<file path="src/rtl/fp_iter_sequencer.sv">
// fp_iter_sequencer: control FSM for the iterative floating-point mantissa
// datapath. Pulses operand load, steps the datapath a fixed number of times,
// issues normalisation shifts up to a limit, then presents the result with a
// valid/ready handshake.
module fp_iter_sequencer #(
    parameter int STEPS    = 13,
    parameter int NORM_MAX = 12,
    parameter int CNT_W    = 4
) (
    input  logic             clk,
    input  logic             rst,
    input  logic             start,
    input  logic             exc,
    input  logic             norm_needed,
    input  logic             result_ready,
    output logic             busy,
    output logic             load_en,
    output logic             step_en,
    output logic [CNT_W-1:0] step_idx,
    output logic             norm_en,
    output logic             result_valid,
    output logic             norm_limit
);

    typedef enum logic [2:0] {
        S_IDLE,
        S_LOAD,
        S_ITER,
        S_NORM,
        S_DONE
    } state_t;

    localparam logic [CNT_W-1:0] LP_LAST_STEP = CNT_W'(STEPS - 1);
    localparam logic [CNT_W-1:0] LP_NORM_MAX  = CNT_W'(NORM_MAX);

    state_t           r_state;
    state_t           w_next;
    logic [CNT_W-1:0] r_step_cnt;
    logic [CNT_W-1:0] r_norm_cnt;
    logic             r_norm_limit;
    logic             w_norm_room;
    logic             w_last_step;
    logic             w_norm_en;
    logic             w_hit_limit;

    assign w_last_step = (r_step_cnt == LP_LAST_STEP);
    assign w_norm_room = (r_norm_cnt < LP_NORM_MAX);
    assign w_norm_en   = (r_state == S_NORM) && norm_needed && w_norm_room;
    assign w_hit_limit = (r_state == S_NORM) && norm_needed && !w_norm_room;

    // State register; reset aborts any operation in flight
    always_ff @(posedge clk or posedge rst) begin
        if (rst) begin
            r_state <= S_IDLE;
        end else begin
            r_state <= w_next;
        end
    end

    // Next-state decode; start is only honoured from IDLE or an accepted DONE
    always_comb begin
        w_next = r_state;
        case (r_state)
            S_IDLE: begin
                if (start) begin
                    w_next = S_LOAD;
                end
            end
            S_LOAD: begin
                w_next = exc ? S_DONE : S_ITER;
            end
            S_ITER: begin
                if (w_last_step) begin
                    w_next = S_NORM;
                end
            end
            S_NORM: begin
                if (!norm_needed || !w_norm_room) begin
                    w_next = S_DONE;
                end
            end
            S_DONE: begin
                if (result_ready) begin
                    w_next = start ? S_LOAD : S_IDLE;
                end
            end
            default: begin
                w_next = S_IDLE;
            end
        endcase
    end

    // Step counter walks 0..STEPS-1 in ITER and is cleared for every new operation
    always_ff @(posedge clk or posedge rst) begin
        if (rst) begin
            r_step_cnt <= '0;
        end else if (w_next == S_LOAD) begin
            r_step_cnt <= '0;
        end else if (r_state == S_ITER) begin
            r_step_cnt <= w_last_step ? '0 : r_step_cnt + 1'b1;
        end
    end

    // Normalisation shift counter and sticky limit flag, cleared when LOAD is entered
    always_ff @(posedge clk or posedge rst) begin
        if (rst) begin
            r_norm_cnt   <= '0;
            r_norm_limit <= 1'b0;
        end else if (w_next == S_LOAD) begin
            r_norm_cnt   <= '0;
            r_norm_limit <= 1'b0;
        end else begin
            if (w_norm_en) begin
                r_norm_cnt <= r_norm_cnt + 1'b1;
            end
            if (w_hit_limit) begin
                r_norm_limit <= 1'b1;
            end
        end
    end

    assign busy         = (r_state != S_IDLE);
    assign load_en      = (r_state == S_LOAD);
    assign step_en      = (r_state == S_ITER);
    assign step_idx     = (r_state == S_ITER) ? r_step_cnt : '0;
    assign norm_en      = w_norm_en;
    assign result_valid = (r_state == S_DONE);
    assign norm_limit   = r_norm_limit;

endmodule

</file>
<file path="config.mk">
export PLATFORM = sky130hd
export DESIGN_NAME = fp_iter_sequencer
export DESIGN_NICKNAME = d
export VERILOG_FILES = /design/src/rtl/fp_iter_sequencer.sv
export SDC_FILE = /design/constraint.sdc
export NUM_CORES = 1
export LEC_CHECK = 0
export ABC_AREA = 1
export CAP_MARGIN = 5
export CORE_ASPECT_RATIO = 1.25
export CORE_MARGIN = 10
export CORE_UTILIZATION = 40
export CTS_CLUSTER_SIZE = 8
export DETAILED_ROUTE_END_ITERATION = 8
export GPL_TIMING_DRIVEN = 0
export HOLD_SLACK_MARGIN = 0.03
export PLACE_DENSITY = 0.68
export SKIP_LAST_GASP = 1
export SYNTH_ARGS = -nofsm -noshare
export SYNTH_HDL_FRONTEND = slang
export SYNTH_SLANG_ARGS = --single-unit
</file>
<file path="constraint.sdc">
create_clock -name clk -period 1.7 [get_ports clk]
set_input_delay 0.51 -clock clk [delete_from_list [all_inputs] [get_ports clk]]
set_output_delay 0.51 -clock clk [all_outputs]
set_load 0.005 [all_outputs]
</file>
==> results.json <==
{
  "status": "complete, but fails checks",
  "violations": "negative setup slack",
  "grt_pass1_wl_um": 3530,
  "postSynthCellCount": 101,
  "routed-via-count": 804,
  "cap_violations": 0,
  "tightest_slew_ns": 0.472,
  "holdBufCountCts": 0,
  "std_cell_rows": 17,
  "cts_made_buffers": 3,
  "cts_tree": "built",
  "gr-total-overflow": 0,
  "fin_crit_sh_pct": 103,
  "crit_path_end_kind": "output port",
  "synth_fp_nets": 110,
  "clock-sinks": 12,
  "crit_chain": "inv_2 > nand3_4 > buf_6 > inv_6 > nand2_4 > inv_2 > buf_6",
  "yosysSeqAreaShare_pct": 41.3,
  "initial_core_util_pct": 41.7,
  "leakagePower_uw": 0.000625,
  "ys_ff_latch": 12,
  "grt_use_met1_pct": 10.9,
  "grt_util_all_layers_pct": 11.1,
  "syn_to_final_growth_pct": 64.7,
  "antenna_found_initial": 0,
  "yosys_warnings": 0,
  "slowest_stage": "dfrtp_1",
  "coreArea_mm2": 0.00174,
  "timing_hold_violations_final": 0,
  "wl_um": 2100,
  "layout-drive-gt1-share_pct": 40.0,
  "fin_crit_ns": 1.75,
  "die_x_um": 58.1,
  "die_h_um": 67.7,
  "fin_nets": 155,
  "timing.hold.ws_ns": 0.536,
  "grt_util_met3_pct": 2.44,
  "nFillCells": 150,
  "remaining_drc_errors": 0,
  "met2_usage_pct": 20.3,
  "top_usage_layer": "met2",
  "fin_ws_ns": -0.0517,
  "antenna_cells": 0,
  "grt_start_max_net_pins": 13,
  "relSlewSlack_pct": 68.5,
  "cts_root_buf": "clkbuf_4",
  "powerDensity_mw_per_mm2": 1450,
  "finalPower_uw": 1740,
  "routedWlPerCell_um": 12.8,
  "gp_congestion": 0.818,
  "setup_viol": 7,
  "pin_count": 16,
  "synth_cell_types": 17,
  "ant_nets": 0,
  "crit_type": "reg2out",
  "fin_setup_tns_ns": -0.0999,
  "syn-cell-area_um2": 727,
  "dr.pass1.iters": 4,
  "cp.required_ns": 1.19,
  "maxSlewViolCount": 0,
  "hold_path.class": "in2async",
  "vdd_drop_max_v": 0.000699,
  "first_global_vias": 848,
  "worst-endpoint-arrival_ns": 1.24,
  "drtIter0Drc": 10,
  "cts_max_level": 1,
  "clkSlewWorstSetupHoldPaths_ns": 0.08,
  "syn-mean-instance-area_um2": 7.20,
  "hpwlAfterDp_um": 1270,
  "worstPathMaxFanout": 4,
  "clock_latency_ns": 0.28,
  "fmax_ghz": 0.571,
  "fin_skew_ns": 0.00341,
  "dieArea_mm2": 0.00393,
  "start_kind": "flop",
  "max_stage_delay_ns": 0.39,
  "port_buffers": 15,
  "rsz0062_at_grt": "yes",
  "avgViaCountPerCell": 4.90,
  "cts_buffer_depth": 2
}
worst max-delay path: cells and delay by family, from the launching register on:
kind                   cells  cell delay, ns
AND/OR/NAND/NOR            2            0.14
flip-flops                 1            0.39
buffers and inverters      5            0.43
per-layer routing:
layer  routed length [um]  vias to the layer above  part of all wire (%)
li1                     -                      406                     -
met1                  869                      377                    41
met2                 1110                       17                    53
met3                   91                        4                   4.3
met4                   30                        0                   1.4
met5                    0                        -                     0
Yosys cell counts:
cell / number / area (um2)
dfrtp_1: 12 / 300
nand2_1: 31 / 116
nor3_1: 1 / 5.00
nand4_1: 6 / 37.5
o211ai_1: 1 / 7.51
inv_2: 2 / 7.51
nor2_1: 12 / 45.0
nand3_2: 1 / 10.0
nand2_4: 1 / 11.3
inv_1: 15 / 56.3
nand2_2: 1 / 6.26
a21oi_1: 6 / 30.0
xor2_1: 1 / 8.76
ha_1: 3 / 37.5
nor2_4: 1 / 11.3
nand3_1: 6 / 30.0
nor2_2: 1 / 6.26
power breakdown:
group	switching, uW	internal, uW
Combinational	510	544
Clock	105	130
Sequential	89.2	359
final cells by class:
cell class              count  area [um2]  share of cell area (%)
multi-input cells          72         442                    36.9
flip-flops and latches     12         303                    25.3
clock buffers               4        36.3                    3.03
repair buffers             40         324                    27.1
well taps                  19        23.8                    1.99
inverters                  17        68.8                    5.75
path summary, 6_finish.rpt:
path,from,end,slack [ns],cells past startpoint
hold reg to reg,norm_limit,norm_limit,0.54,2
min in group clk,norm_limit,norm_limit,0.54,2
max in group asynchronous,rst,r_state[1],0.82,2
setup reg to reg,r_state[2],r_norm_cnt[1],0.17,10
hold / removal,rst,r_norm_cnt[0],0.54,2
setup / recovery,r_state[2],step_idx[0],-0.05,7
sequential cells by signal, indices dropped and copies added (netlist names):
register	flops
norm_limit	1
r_norm_cnt	4
r_state	3
r_step_cnt	4
per-stage QoR:
stage / std cells / cell area [um2] / util, % / setup WS, ns
after detailed placement: 135 / 901 / 51.6 / -0.619
final: 164 / 1200 / 68.7 / -0.0517
after global placement: 135 / 901 / 51.6 / -0.606
after floorplan: 101 / 727 / - / 0.292
after CTS: 157 / 1100 / 63.0 / -0.0666
after global routing: 164 / 1200 / 68.7 / -0.106
layout by cell type (no fill, tap or decap), types with 5 or more instances in the layout:
cell	count
clkdlybuf4s50_1	5
buf_4	18
nand2_1	29
buf_2	8
nand4_1	6
dfrtp_1	10
nand3_1	5
nor2_1	7
buf_6	8
nor2_4	6
inv_1	13
a21oi_1	6
repair_timing:
item                                    CTS  global route
pin swaps                                 3             2
setup buffers                            18             7
endpoints found under the setup margin    9             9
resized for setup                        56            13
kinds of logic after synthesis:
logic type / Yosys count / share of synthesized area [%]
fa+ha+maj: 3 / 5.16
buf+inv: 17 / 8.78
simple gates: 61 / 38.4
compound gates: 7 / 5.16
xor+xnor: 1 / 1.21
flops: 12 / 41.3
Power figures use the tool's default switching activity.
